`src/rtl/image_stream_engine.sv`:
```
// Streaming RGB888 point-operation engine with VSYNC/HSYNC timing and line/frame markers.
// Optional build macro IMAGE_GRAY_MODE_EN adds a gray_en port selecting a luma conversion.
module image_stream_engine #(
  parameter int WIDTH         = 768,
  parameter int HEIGHT        = 512,
  parameter int PPC           = 2,
  parameter int STARTUP_DELAY = 100,
  parameter int HSYNC_DELAY   = 160
) (
  input  logic               HCLK,
  input  logic               HRESET,
  input  logic               start,
  input  logic [1:0]         mode,
  input  logic               sign,
  input  logic [7:0]         bright_val,
  input  logic [7:0]         thresh_val,
`ifdef IMAGE_GRAY_MODE_EN
  input  logic               gray_en,
`endif
  input  logic               in_valid,
  output logic               in_ready,
  input  logic [24*PPC-1:0]  in_data,
  output logic               VSYNC,
  output logic               HSYNC,
  output logic               out_valid,
  output logic [24*PPC-1:0]  out_data,
  output logic               out_eol,
  output logic               out_eof,
  output logic               ctrl_done,
  output logic [15:0]        underflow_cnt
);

  localparam int CW = $clog2(WIDTH + 1);
  localparam int RW = $clog2(HEIGHT + 1);
  localparam int DMAX = (STARTUP_DELAY > HSYNC_DELAY) ? STARTUP_DELAY : HSYNC_DELAY;
  localparam int DW = $clog2(DMAX + 1);
  localparam logic [CW-1:0] COL_LAST = CW'(WIDTH - PPC);
  localparam logic [CW-1:0] COL_STEP = CW'(PPC);
  localparam logic [RW-1:0] ROW_LAST = RW'(HEIGHT - 1);
  localparam logic [DW-1:0] V_LAST   = DW'(STARTUP_DELAY - 1);
  localparam logic [DW-1:0] H_LAST   = DW'(HSYNC_DELAY - 1);

  typedef enum logic [2:0] {S_IDLE, S_VBLANK, S_HBLANK, S_ACTIVE, S_DONE} state_t;

  state_t            state_reg, state_next;
  logic [DW-1:0]     dly_reg, dly_next;
  logic [CW-1:0]     col_reg, col_next;
  logic [RW-1:0]     row_reg, row_next;
  logic [15:0]       under_reg, under_next;
  logic              accept, cfg_load, eol_next, eof_next;
  logic [1:0]        cfg_mode_reg;
  logic              cfg_sign_reg;
  logic [7:0]        cfg_bright_reg, cfg_thresh_reg;
  logic              gray_sel;
  logic              vsync_reg, hsync_reg, in_ready_reg, ctrl_done_reg;
  logic              out_valid_reg, out_eol_reg, out_eof_reg;
  logic [24*PPC-1:0] out_data_reg, proc_data;

`ifdef IMAGE_GRAY_MODE_EN
  logic cfg_gray_reg;
  always_ff @(posedge HCLK or negedge HRESET) begin
    if (!HRESET)       cfg_gray_reg <= 1'b0;
    else if (cfg_load) cfg_gray_reg <= gray_en;
  end
  assign gray_sel = cfg_gray_reg;
`else
  assign gray_sel = 1'b0;
`endif

  always_comb begin
    state_next = state_reg;
    dly_next   = dly_reg;
    col_next   = col_reg;
    row_next   = row_reg;
    under_next = under_reg;
    accept     = 1'b0;
    cfg_load   = 1'b0;
    eol_next   = 1'b0;
    eof_next   = 1'b0;
    case (state_reg)
      S_IDLE: if (start) begin
        cfg_load   = 1'b1;
        under_next = '0;
        dly_next   = '0;
        state_next = S_VBLANK;
      end
      S_VBLANK: if (dly_reg == V_LAST) begin
        dly_next   = '0;
        state_next = S_HBLANK;
      end else dly_next = dly_reg + 1'b1;
      S_HBLANK: if (dly_reg == H_LAST) begin
        dly_next   = '0;
        state_next = S_ACTIVE;
      end else dly_next = dly_reg + 1'b1;
      S_ACTIVE: if (in_valid) begin
        accept = 1'b1;
        if (col_reg == COL_LAST) begin
          col_next = '0;
          eol_next = 1'b1;
          if (row_reg == ROW_LAST) begin
            row_next   = '0;
            eof_next   = 1'b1;
            state_next = S_DONE;
          end else begin
            row_next   = row_reg + 1'b1;
            state_next = S_HBLANK;
          end
        end else col_next = col_reg + COL_STEP;
      end else if (under_reg != 16'hFFFF) under_next = under_reg + 1'b1;
      S_DONE:  state_next = S_IDLE;
      default: state_next = S_IDLE;
    endcase
  end

  // Saturating add / floor-at-zero subtract at 9 bits, or invert; threshold handled per pixel.
  function automatic logic [7:0] chan_op(input logic [7:0] x, input logic [1:0] m,
                                         input logic s, input logic [7:0] b);
    logic [8:0] sum9;
    logic [8:0] diff9;
    sum9  = {1'b0, x} + {1'b0, b};
    diff9 = {1'b0, x} - {1'b0, b};
    case (m)
      2'b01:   chan_op = s ? (sum9[8] ? 8'hFF : sum9[7:0]) : (diff9[8] ? 8'h00 : diff9[7:0]);
      2'b10:   chan_op = 8'hFF - x;
      default: chan_op = x;
    endcase
  endfunction

  genvar gi;
  generate
    for (gi = 0; gi < PPC; gi++) begin : g_pix
      logic [7:0]  r, g, b, y;
      logic [9:0]  sum, thr3;
      logic [15:0] luma;
      assign r    = in_data[24*gi+16 +: 8];
      assign g    = in_data[24*gi+8  +: 8];
      assign b    = in_data[24*gi    +: 8];
      assign sum  = {2'b00, r} + {2'b00, g} + {2'b00, b};
      assign thr3 = {2'b00, cfg_thresh_reg} + {1'b0, cfg_thresh_reg, 1'b0};
      assign luma = 16'd77 * {8'd0, r} + 16'd150 * {8'd0, g} + 16'd29 * {8'd0, b};
      assign y    = (sum > thr3) ? 8'hFF : 8'h00;
      always_comb begin
        proc_data[24*gi +: 24] = {chan_op(r, cfg_mode_reg, cfg_sign_reg, cfg_bright_reg),
                                  chan_op(g, cfg_mode_reg, cfg_sign_reg, cfg_bright_reg),
                                  chan_op(b, cfg_mode_reg, cfg_sign_reg, cfg_bright_reg)};
        if (gray_sel)                   proc_data[24*gi +: 24] = {3{luma[15:8]}};
        else if (cfg_mode_reg == 2'b11) proc_data[24*gi +: 24] = {3{y}};
      end
    end
  endgenerate

  // Sync/ready/done flags are registered from the next state so they track the FSM exactly.
  always_ff @(posedge HCLK or negedge HRESET) begin
    if (!HRESET) begin
      state_reg      <= S_IDLE;
      dly_reg        <= '0;
      col_reg        <= '0;
      row_reg        <= '0;
      under_reg      <= '0;
      cfg_mode_reg   <= '0;
      cfg_sign_reg   <= 1'b0;
      cfg_bright_reg <= '0;
      cfg_thresh_reg <= '0;
      vsync_reg      <= 1'b0;
      hsync_reg      <= 1'b0;
      in_ready_reg   <= 1'b0;
      ctrl_done_reg  <= 1'b0;
      out_valid_reg  <= 1'b0;
      out_eol_reg    <= 1'b0;
      out_eof_reg    <= 1'b0;
      out_data_reg   <= '0;
    end else begin
      state_reg     <= state_next;
      dly_reg       <= dly_next;
      col_reg       <= col_next;
      row_reg       <= row_next;
      under_reg     <= under_next;
      vsync_reg     <= (state_next == S_VBLANK);
      hsync_reg     <= (state_next == S_HBLANK);
      in_ready_reg  <= (state_next == S_ACTIVE);
      ctrl_done_reg <= (state_next == S_DONE);
      out_valid_reg <= accept;
      out_eol_reg   <= eol_next;
      out_eof_reg   <= eof_next;
      if (accept) out_data_reg <= proc_data;
      if (cfg_load) begin
        cfg_mode_reg   <= mode;
        cfg_sign_reg   <= sign;
        cfg_bright_reg <= bright_val;
        cfg_thresh_reg <= thresh_val;
      end
    end
  end

  assign VSYNC         = vsync_reg;
  assign HSYNC         = hsync_reg;
  assign in_ready      = in_ready_reg;
  assign ctrl_done     = ctrl_done_reg;
  assign out_valid     = out_valid_reg;
  assign out_eol       = out_eol_reg;
  assign out_eof       = out_eof_reg;
  assign out_data      = out_data_reg;
  assign underflow_cnt = under_reg;

endmodule

```
`config.mk`:
```
export PLATFORM = sky130hd
export DESIGN_NAME = image_stream_engine
export DESIGN_NICKNAME = d
export VERILOG_FILES = /design/src/rtl/image_stream_engine.sv
export SDC_FILE = /design/constraint.sdc
export NUM_CORES = 1
export LEC_CHECK = 0
export CORE_UTILIZATION = 30
export DETAILED_ROUTE_END_ITERATION = 16
export DONT_BUFFER_PORTS = 1
export PLACE_DENSITY = 0.49
export SLEW_MARGIN = 5
export SYNTH_ARGS = -nofsm -noshare
export SYNTH_HDL_FRONTEND = slang
export SYNTH_SLANG_ARGS = --single-unit
```
`constraint.sdc`:
```
create_clock -name HCLK -period 4.2 [get_ports HCLK]
set_input_delay 0.63 -clock HCLK [delete_from_list [all_inputs] [get_ports HCLK]]
set_output_delay 0.63 -clock HCLK [all_outputs]
set_load 0.05 [all_outputs]
```
==> results.yml, run 1 <==
synthesis:
  yosysUniqueCellTypes: 99
  synth_seq_cells: 120
  synth_area_leaders: "dfrtp_1 (24%), ha_1 (15%), fa_1 (5.0%)"
  syn_area_per_cell_sq_um: 8.327
  synthCells: 1498
  ys_seq_area_frac: 0.2407
  syn_nets: 1746
  ys.flop_type: "dfrtp_1"
  yosysWarningCount: 0
  synth_top_area_frac: 0.2407
  yosysTopAreaCell: "dfrtp_1"
  synth_area_sq_um: 12470
  ys_top_cells_by_count: "ha_1 (146), nor2_1 (146), dfrtp_1 (120)"
  ys_async_sr_fraction: 1.000
  synth_edf_count: 0
setup_path:
  startpoint: "in_data[33]"
  required_ns: 4.55
  critPathBufInv: 3
  crit_arrival_ns: 4.24
  endpoint_kind: "flop"
  critical_path_class: "primary input to flop"
  r2r_end: "out_data[16]"
  critPathCapture: "out_data[38]"
  cp_common_cell: "o21ai_1"
  ff2ff_setup_slack_ns: 0.41
  critPathLaunchType: "primary input"
  r2r_start: "cfg_thresh_reg[0]"
  critPathSlowestCell: "fa_1"
  max_stage_delay_ns: 0.46
  path_depth: 20
  crit_chain: "clkinvlp_4, fa_1, inv_1, ha_1, inv_1, fa_1, nor2b_1, o21ai_1, a21boi_2, o21ai_1, nand2b_1, a21oi_1, nor2_1, ha_1, a22o_1, nor4_2, a211oi_2, nor2_2, o21ai_1, o32a_1"
  crit_path_max_fanout: 6
  worst-r2r-cell-count: 17
  cp_top_family: "adder cells"
global_routing:
  grt_pass1_vias: 11021
  grt_pass1_wl_um: 69620
  antenna_found_initial: 3
  grt_util_all_layers: 0.2237
  grt_overflow: 0
  grt_max_degree: 121
placed_design:
  post-dp-hpwl_um: 34370
  port_buffers: 0
  gp_congestion: 0.9098
sta:
  hold_viol: 0
  fin_crit_sh: 0.9265
  clock_skew_ns: 0.01631
  relSlewSlack: 0.3603
  holdWs_ns: 0.1331
  timing_worst_slew_pin_value_ns: 0.9515
  min_period_ns: 3.891
  drv_slew: 0
  max_freq_mhz: 257.0
  finalSetupViolCount: 0
finish:
  regArea_sq_um: 3004
  num-fill-cells: 4230
  insertedDiodeCount: 0
  largest_reg_flops: 48
  drive_gt1_frac: 0.1028
  post-route-util: 0.3429
  final_nets: 1764
  areaGrowthSynthToFinish_pct: 12.51
  multi_input_comb_area_sq_um: 8780
route:
  via_count: 11323
  drt-total-wl_um: 46440
  dr.pass1.iters: 5
  drt_iter0_drc: 907
  via_per_inst: 5.499
  antenna_left: 0
  drc: 0
  wire_per_inst_um: 22.56
floorplanning:
  chipHeight_um: 205.9
  rows: 74
  die_area_sq_um: 42400
  core_sq_um: 40920
  initial_core_util: 0.3048
  die_w_um: 205.9
  pin_count: 142
clock_tree:
  ctsHtreeMaxLevel: 4
  cts.sinks: 120
  cts_buffers: 17
  cts_tree: "yes"
  clk_pin_slew_ns: 0.06
  max-clock-path-buffers: 2
  clkLatencyLatePin_ns: 0.48
  clockRootBuffer: "clkbuf_16"
run:
  cap_viol_max_count: 0
worst_hold_path:
  hold_path_class: "primary input to async pin"
outcome:
  status: "complete, no violations"
power:
  power_density_nw_per_um2: 409.7
  p_leak_nw: 6.099
  total_power_w: 0.005749
  ir_drop_mv: 0.3234
[area by class of cell]
type	instances	area share
multi-input cells	1197	0.6256
flip-flops and latches	120	0.2141
well taps	532	0.04743
repair buffers	68	0.03985
clock buffers	19	0.03228
inverters	112	0.03022
clock inverters	11	0.01052
[how the worst min path moves through the flow]
stage / end / depth (start not counted) / slack (ns) / start
after floorplan: HSYNC / 0 / 0.33 / HRESET
after CTS: out_data[31] / 1 / 0.15 / HRESET
final: out_data[8] / 1 / 0.13 / HRESET
after global routing: out_data[31] / 1 / 0.19 / HRESET
after detailed placement: out_data[16] / 0 / 0.35 / HRESET
after global placement: out_data[19] / 0 / 0.35 / HRESET
[logic make-up after synthesis]
logic type,share of synthesized area
simple gates,0.1872
compound gates,0.2453
buf+inv,0.06009
fa+ha+maj,0.1962
flops,0.2407
xor+xnor,0.06320
mux,0.007323
[metal layers]
| metal | routed length, um | GRT usage | vias up |
|---|---|---|---|
| met4 | 1915 | 0.09979 | 6 |
| met5 | 41 | 0 | - |
| met2 | 20090 | 0.3397 | 384 |
| met1 | 20250 | 0.2803 | 5430 |
| met3 | 4148 | 0.08436 | 93 |
| li1 | - | - | 5410 |
[layout by cell type, fill, tap and decap left out, drive strengths merged, types with 8 or more instances in the layout]
| cell | netlist | final |
|---|---|---|
| nand3 | 29 | 29 |
| o22ai | 15 | 15 |
| o21a | 15 | 15 |
| a211o | 9 | 9 |
| xnor2 | 53 | 53 |
| nor2 | 149 | 149 |
| a31oi | 19 | 19 |
| nand4 | 13 | 13 |
| nor4 | 12 | 12 |
| nand2 | 105 | 105 |
| or3 | 18 | 18 |
| buf | 32 | 68 |
| a21o | 20 | 20 |
| o21bai | 16 | 16 |
| mux2i | 8 | 8 |
| inv | 110 | 111 |
| or2 | 8 | 8 |
| clkbuf | 37 | 19 |
| a221oi | 17 | 17 |
| a21oi | 119 | 119 |
| dfrtp | 120 | 120 |
| nand2b | 35 | 35 |
| o211ai | 19 | 19 |
| o21ai | 103 | 103 |
| fa | 31 | 31 |
| xor2 | 37 | 37 |
| nor2b | 20 | 20 |
| o31ai | 14 | 14 |
| a211oi | 24 | 24 |
| o221ai | 15 | 15 |
| ha | 146 | 146 |
| and3 | 10 | 10 |
| a311oi | 8 | 8 |
| nor3 | 38 | 38 |
[through the flow]
step,std cells,cell area (sq um),TNS (ns),worst slack (ns)
2_1_floorplan,1498,12510,0,0.01999
3_3_place_gp,2026,13370,-3.241,-0.3485
3_5_place_dp,2026,13370,-4.337,-0.3753
4_1_cts,2057,13990,0,0.1313
5_1_grt,2059,14030,-0.006160,-0.006160
6_report,2059,14030,0,0.3089
[where the power goes]
part / leakage [nW] / total [W] / switching [W] / internal [W]
combinational: 4.35 / 0.00201 / 0.00115 / 0.000863
clock: 0.295 / 0.00160 / 0.000640 / 0.000957
sequential: 1.46 / 0.00214 / 0.000790 / 0.00135
total: 6.10 / 0.00575 / 0.00258 / 0.00317
[repair_timing]
action / in CTS / in global routing
resized for setup: 0 / 10
buffers inserted: 0 / 2
hold endpoints to repair: 120 / 0
hold buffers: 1 / 0
endpoints found under the setup margin: 0 / 15
Power figures use the tool's default switching activity.
==> inputs of run 2 (changes only) <==
--- a/config.mk
+++ b/config.mk
@@ -6,6 +6,7 @@
 export NUM_CORES = 1
 export LEC_CHECK = 0
 export CORE_UTILIZATION = 30
+export CTS_CLUSTER_SIZE = 10
 export DETAILED_ROUTE_END_ITERATION = 16
 export DONT_BUFFER_PORTS = 1
 export PLACE_DENSITY = 0.49
==> results of run 2 <==
The final DEF is identical to that of run 1; final timing and power are the same.
==> inputs of run 3 (changes only) <==
==> constraint.sdc (replaced) <==
create_clock -name HCLK -period 4.32 [get_ports HCLK]
set_input_delay 0.648 -clock HCLK [delete_from_list [all_inputs] [get_ports HCLK]]
set_output_delay 0.648 -clock HCLK [all_outputs]
set_load 0.05 [all_outputs]
==> run 3 against run 2 <==
Compared with the run above:
- global-route usage fell by 0.91 points
- clock skew decreased by 0.0029 ns
- non-clock buffer count is 1 lower
- critical path depth rose by 2
- die area did not move
- via count barely moved
- register-to-register slack better by 0.08 ns
- combinational power shrank 3%
- routed wire length decreased by 3.2%
- largest power group unchanged
==> results.yml, run 3 (synthesis results as in run 1) <==
outcome:
  status: "complete, no violations"
power:
  p_leak_nw: 6.090
  p_int_w: 0.003092
  netSwitchingPower_w: 0.002490
  ir_drop_mv: 0.2543
  combPwrFrac: 0.347
  clockPowerShare: 0.278
  seqPwrFrac: 0.375
  power_density_nw_per_um2: 399.4
  p_sw_frac: 0.4461
setup_path:
  required_ns: 4.66
  crit_path_max_fanout: 9
  worst-r2r-cell-count: 18
  crit_arrival_ns: 4.39
  endpoint_kind: "flop"
  critical_path_class: "primary input to flop"
  critPathLaunchType: "primary input"
  ff2ff_setup_slack_ns: 0.49
  r2r_start: "cfg_thresh_reg[0]"
  r2r_end: "out_data[16]"
finish:
  areaGrowthSynthToFinish_pct: 12.07
  final_common_cell: "nor2_1"
  final_nets: 1763
  largest_reg_flops: 48
  drive_gt1_frac: 0.09633
  num-fill-cells: 4338
  insertedDiodeCount: 0
  final_cell_mix: "nor2_1 (146), ha_1 (145), dfrtp_1 (119)"
sta:
  finalSetupTns_ns: 0
  fin_crit_sh: 0.9370
  rsz0062_at_grt: "false"
  min_period_ns: 4.048
  finalSetupViolCount: 0
  relSlewSlack: 0.3656
  drv_slew: 0
  timing_worst_slew_pin_value_ns: 0.9515
  max_freq_mhz: 247.0
  fin_ws_ns: 0.2720
  clock_skew_ns: 0.01339
  hold_viol: 0
placed_design:
  post-dp-hpwl_um: 33900
  gp_congestion: 0.9366
  port_buffers: 0
  pre_cts_ws_ns: -0.2246
global_routing:
  antenna_found_initial: 0
  grt_max_degree: 121
  grt_pass1_vias: 10647
  grt_pass1_wl_um: 66930
  grt_util_all_layers: 0.2146
  grt_overflow: 0
route:
  antenna_left: 0
  drt-total-wl_um: 44960
  drc: 0
  dr.pass1.iters: 5
  via_count: 11320
  drt_iter0_drc: 709
  via_per_inst: 5.500
  wire_per_inst_um: 21.84
floorplanning:
  pin_count: 142
  die_w_um: 205.9
  die_area_sq_um: 42400
  chipHeight_um: 205.9
  rows: 74
  initial_core_util: 0.3048
  core_sq_um: 40920
clock_tree:
  ctsHtreeMaxLevel: 4
  clockRootBuffer: "clkbuf_16"
  max-clock-path-buffers: 2
  cts_setup_buffers: 0
  cts_buffers: 17
  clk_pin_slew_ns: 0.06
  cts.sinks: 120
  clkLatencyLatePin_ns: 0.46
  cts_tree: "yes"
run:
  cap_viol_max_count: 0
worst_hold_path:
  hold_path_class: "primary input to async pin"
run 3: worst max-delay path, cell delays in order:
cell and delay, ns:
inv_1 0.07, fa_1 0.48, inv_1 0.07, ha_1 0.16, inv_1 0.05, fa_1 0.37, nor2b_1 0.12, o21ai_1 0.11
a21boi_0 0.27, o21ai_0 0.11, nand2b_1 0.11, a21oi_1 0.07, nor2_1 0.09, ha_1 0.26, a22o_1 0.21, nor4_1 0.31
a211oi_2 0.16, nor2_1 0.10, buf_4 0.14, buf_4 0.17, o31ai_1 0.08, o22a_1 0.18
run 3: per-layer routing:
metal / global-route usage / part of all wire
met1: 0.2858 / 0.45
met4: 0.07642 / 0.025
met3: 0.04841 / 0.074
met5: 0 / 0
met2: 0.3387 / 0.45
run 3: worst max path at each step:
stage | cells past startpoint | end | slack, ns | start
floorplan | 20 | out_data[3] | 0.002 | in_data[1]
global placement | 20 | out_data[16] | -0.18 | in_data[1]
detailed placement | 20 | out_data[12] | -0.22 | in_data[1]
CTS | 20 | out_data[12] | 0.25 | in_data[1]
global route | 20 | out_data[16] | 0.009 | in_data[1]
finish | 22 | out_data[39] | 0.27 | in_data[25]
run 3: stage by stage:
stage | area, sq um | util | hold WS, ns | power (W) | instances
after floorplan | 12480 | - | 0.3524 | 0.003389 | 1498
after global placement | 13330 | 0.3258 | 0.3569 | 0.003988 | 2027
after detailed placement | 13330 | 0.3258 | 0.3562 | 0.004002 | 2027
after CTS | 13970 | 0.3414 | 0.2012 | 0.005623 | 2058
after global routing | 13980 | 0.3416 | 0.1993 | 0.005921 | 2058
final | 13980 | 0.3416 | 0.1387 | 0.005583 | 2058
run 3: repair_timing:
| item | CTS | global route |
|---|---|---|
| endpoints found under the hold margin | 120 | 0 |
| endpoints found under the setup margin | 0 | 4 |
| hold buffers | 1 | 0 |
| resized for setup | 0 | 3 |
run 3: cell type report:
type	count	area, sq um	area share
flip-flops and latches	120	3004	0.2149
well taps	532	665.6	0.04762
inverters	112	420.4	0.03008
clock inverters	10	143.9	0.01029
multi-input cells	1197	8742	0.6254
clock buffers	20	466.7	0.03339
repair buffers	67	535.5	0.03831
run 3: power groups by stage:
stage | Clock, W | Sequential [W] | Combinational, W
3_3_place_gp | 0 | 0.00212 | 0.00186
2_1_floorplan | 0 | 0.00202 | 0.00137
4_1_cts | 0.00160 | 0.00210 | 0.00192
5_1_grt | 0.00165 | 0.00213 | 0.00215
6_report | 0.00155 | 0.00209 | 0.00194
3_5_place_dp | 0 | 0.00212 | 0.00188
